## src/rtl/bit_scan_encoder.sv

```systemverilog
// Converts a signed weight to sign-magnitude and emits one shift_sel term per set
// magnitude bit, LSB first, over a valid/ready handshake.
module bit_scan_encoder #(
  parameter int unsigned W     = 8,
  parameter int unsigned SEL_W = $clog2(W)
) (
  input  logic             clk,
  input  logic             reset,
  input  logic             w_valid,
  output logic             w_ready,
  input  logic [W-1:0]     weight,
  output logic             out_valid,
  input  logic             out_ready,
  output logic [SEL_W-1:0] shift_sel,
  output logic             sign,
  output logic             last,
  output logic             zero
);

  localparam logic [0:0] IDLE = 1'b0;
  localparam logic [0:0] SCAN = 1'b1;

  logic [0:0]   state, state_nxt;
  logic [W-1:0] mask, mask_nxt;
  logic         sign_r, sign_nxt;
  logic         zero_r, zero_nxt;

  logic [W-1:0] weight_abs;
  logic         load;
  logic         fire;

  // State register; reset aborts any weight in flight.
  always_ff @(posedge clk or posedge reset) begin
    if (reset) begin
      state  <= IDLE;
      mask   <= '0;
      sign_r <= 1'b0;
      zero_r <= 1'b0;
    end else begin
      state  <= state_nxt;
      mask   <= mask_nxt;
      sign_r <= sign_nxt;
      zero_r <= zero_nxt;
    end
  end

  // Next-state and term decode; the most negative weight maps to its own bit pattern.
  always_comb begin
    state_nxt  = state;
    mask_nxt   = mask;
    sign_nxt   = sign_r;
    zero_nxt   = zero_r;
    shift_sel  = '0;
    out_valid  = 1'b0;
    last       = 1'b0;
    sign       = 1'b0;
    zero       = 1'b0;
    weight_abs = weight[W-1] ? W'(~weight + W'(1)) : weight;

    for (int i = W - 1; i >= 0; i--) begin
      if (mask[i]) shift_sel = SEL_W'(i);
    end

    if (state == SCAN) begin
      out_valid = 1'b1;
      last      = ((mask & (mask - W'(1))) == '0);
      sign      = sign_r;
      zero      = zero_r;
    end

    fire    = out_valid & out_ready;
    w_ready = (state == IDLE) | (fire & last);
    load    = w_valid & w_ready;

    if (fire) begin
      mask_nxt = mask & (mask - W'(1));
      if (last) state_nxt = IDLE;
    end

    if (load) begin
      mask_nxt  = weight_abs;
      sign_nxt  = weight[W-1];
      zero_nxt  = (weight == '0);
      state_nxt = SCAN;
    end
  end

endmodule

```

## config.mk

```make
export PLATFORM = sky130hd
export DESIGN_NAME = bit_scan_encoder
export DESIGN_NICKNAME = d
export VERILOG_FILES = /design/src/rtl/bit_scan_encoder.sv
export SDC_FILE = /design/constraint.sdc
export NUM_CORES = 1
export LEC_CHECK = 0
export ABC_AREA = 1
export CAP_MARGIN = 10
export CORE_MARGIN = 2
export CORE_UTILIZATION = 51
export CTS_BUF_LIST = sky130_fd_sc_hd__clkbuf_8
export CTS_CLUSTER_DIAMETER = 30
export CTS_CLUSTER_SIZE = 30
export DETAILED_ROUTE_END_ITERATION = 8
export GPL_TIMING_DRIVEN = 0
export PLACE_DENSITY = 0.81
export SLEW_MARGIN = 0
export SYNTH_ARGS = -nofsm -noshare
export SYNTH_HDL_FRONTEND = slang
export SYNTH_SLANG_ARGS = --single-unit
```

## constraint.sdc

```tcl
create_clock -name clk -period 1.75 [get_ports clk]
set_input_delay 0.35 -clock clk [delete_from_list [all_inputs] [get_ports clk]]
set_output_delay 0.35 -clock clk [all_outputs]
set_load 0.03 [all_outputs]
```

==> out/metrics.yaml <==
status: "finished with violations"
violations: "setup timing"
viasPerCell: 5.06
ys_warn_count: 0
hold_buffers: 0
r2r_start: "mask[0]"
hpwl_um: 1430
worst_pin_slew_ns: 0.538
cp-end-kind: "primary output"
netlist_area_um2: 877
synth_seq_area_share_pct: 31.4
synth_top_family_by_area: "simple AND/OR/NAND/NOR gates"
wl_met1_um: 963
diodes: 0
fin_skew_ns: 0.00165
placed_cell_area_um2: 1080
rrSetupSlack_ns: -0.09
routed_wl_um: 2040
cts_tree: "yes"
critPathLaunchType: "flip-flop"
synthMuxAreaShare_pct: 0
synth_top_area_share_pct: 31.4
clockBufferDepth: 2
drc: 0
hold_class: "primary input to async pin"
cts_htree_levels: 1
fin_crit_ns: 1.96
cts.sinks: 11
clk_pin_slew_worst_paths_ns: 0.05
yosys.area.top_type: "dfrtp_1"
drt_iter0_drc: 13
reg2reg_depth: 13
cp_data_required_time_ns: 1.40
hold_viol_final: 0
rsz0062_at_grt: "true"
wl_per_cell_um: 11.3
grt_pass1_wl_um: 3150
die_w_um: 45.5
layout.nets: 178
synthAdderAreaFrac_pct: 1.43
port_buffers: 18
drv_cap: 0
numCtsBuffers: 3
clk_latency_ns: 0.24
synth_simple_gate_area_share_pct: 41.1
fmax_mhz: 510
synth_area_per_cell_um2: 6.59
nFillCells: 125
io_pins: 20
synthesis.nets: 146
slew_violations: 0
core_area_um2: 1560
wl_met2_um: 990
grt_antenna_before_repair: 0
fp.dieArea_um2: 2070
track_usage_pct: 21.5
grt_max_degree: 12
ys_types: 27
power_density_nw_per_um2: 1920
ant_nets: 0
area_growth_syn_to_layout_pct: 36.9
drive_gt1_share_pct: 20.7
ys_ff_latch: 11
relSlewSlack_pct: 63.9
gp_congestion: 0.823
synth_compound_area_share_pct: 10.3
initial_core_util_pct: 56.3
crit_fanout: 5
whs_ns: 0.416
setup_ws_ns: -0.211
vias: 911
reg2reg_to: "mask[6]"
synthCells: 133
leakagePower_nw: 0.679
num_rows: 14
setup_viol: 10
fin_area_um2: 1200
setup.worst_path.class: "flip-flop to primary output"
die_h_um: 45.5
dr.pass1.iters: 4
finalCritPeriodShare_pct: 112
max-vdd-ir-drop_uv: 1210
critPathArrivalTime_ns: 1.61
synthXorXnorAreaFrac_pct: 4.99
grt_overflow: 0
wl_met3_um: 55
clk_root_buffer_cell: "clkbuf_8"
grt_pass1_vias: 766
synth.area.top_cells: "dfrtp_1 (31%), nand2_1 (17%), inv_1 (9.0%)"
routed.top_layer: "met4"
## cell usage after synthesis
cell type and count:
xor2_1 3, a31oi_1 2, nand3_1 13, nand2_1 40, nor3_1 1, xnor2_1 2
and3_1 1, o21ai_2 1, inv_1 21, nand2_2 2, o21ai_0 7, nand3b_1 2
buf_6 1, nor2_1 10, nand2_4 2, a21boi_0 1, or2_1 1, dfrtp_1 11
a21oi_1 3, o22ai_1 1, nor2_2 2, o21ai_1 1, buf_2 1, nand4_1 1
ha_1 1, nor2_4 1, nand3_2 1
## power by group
group | internal, mW | total (mW) | leakage, nW | switching, mW
Sequential | 0.346 | 0.464 | 0.141 | 0.118
Combinational | 0.658 | 1.59 | 0.511 | 0.933
Clock | 0.154 | 0.251 | 0.0269 | 0.0968
Total | 1.16 | 2.31 | 0.679 | 1.15
## flip-flops by register name (all words and copies together) (netlist names)
register  count
state         1
mask          8
sign_r        1
zero_r        1
## layer usage
layer  track usage [%]  vias to the layer above
met1              25.1                      403
met3              3.57                        4
met2              36.6                       20
met4              12.4                        0
met5                 0                        -
li1                  -                      484
## how the worst max path moves through the flow
stage | start | end | cells after the start
after floorplan | mask[5] | mask[6] | 12
after global placement | mask[0] | w_ready | 8
after detailed placement | mask[0] | w_ready | 8
after CTS | mask[1] | last | 7
after global routing | mask[0] | last | 7
final | mask[0] | last | 7
## worst max-delay path, stage by stage, from the launching register on
cell,delay (ns)
dfrtp_1,0.42
nor2_4,0.19
nand2_2,0.11
nand2_2,0.09
nand3_2,0.10
nor2_4,0.14
and3_4,0.19
buf_6,0.12
## layout make-up
cell class / count / area (um2) / share of cell area [%]
clock inverter: 1 / 3.75 / 0.313
sequential: 11 / 275 / 22.9
buffer: 1 / 5.00 / 0.417
inverter: 21 / 78.8 / 6.56
multi-input combinational: 99 / 531 / 44.2
clock buffer: 3 / 41.3 / 3.44
timing repair buffer: 28 / 246 / 20.5
tap: 16 / 20.0 / 1.67
## cells in the final DEF (no fill, tap or decap), types with 2 or more instances in the layout
cell,synthesis,routed
nand3_2,1,2
nand2_4,2,2
buf_6,1,3
clkbuf_8,0,3
nor2_2,2,2
nand2_2,2,3
nor2_4,1,2
xor2_1,3,3
nand2_1,40,39
o21ai_0,7,4
buf_4,0,10
a31oi_1,2,2
xnor2_1,2,2
o21ai_2,1,2
buf_2,1,3
dfrtp_1,11,11
dlygate4sd2_1,0,2
a21oi_1,3,3
nor2_1,10,9
clkdlybuf4s50_1,0,11
o21ai_1,1,3
nand3b_1,2,2
nand3_1,13,12
inv_1,21,21
## stage by stage
step                      setup TNS (ns)  worst slack (ns)  utilization (%)  total power, mW  std cells
after global routing               -1.95            -0.281             77.0             2.45        180
final                             -0.908            -0.211             77.0             2.31        180
after floorplan                        0             0.113                -             1.40        133
after detailed placement           -1.67            -0.514             69.1             1.82        167
after global placement             -1.52            -0.487             69.1             1.80        167
after CTS                         -0.350            -0.141             75.6             2.20        178
## timing repair
action,4_1_cts,5_1_grt
setup buffers,8,2
pin swaps,3,3
resized for setup,36,8
setup endpoints to repair,9,15
## cell families (layout without fill, tap and decap cells)
logic type / after synthesis / count (layout)
compound gates: 16 / 16
xor+xnor: 5 / 5
fa+ha+maj: 1 / 1
buf+inv: 23 / 54
flops: 11 / 11
simple gates: 77 / 77
(Power assumes the default switching activity.)
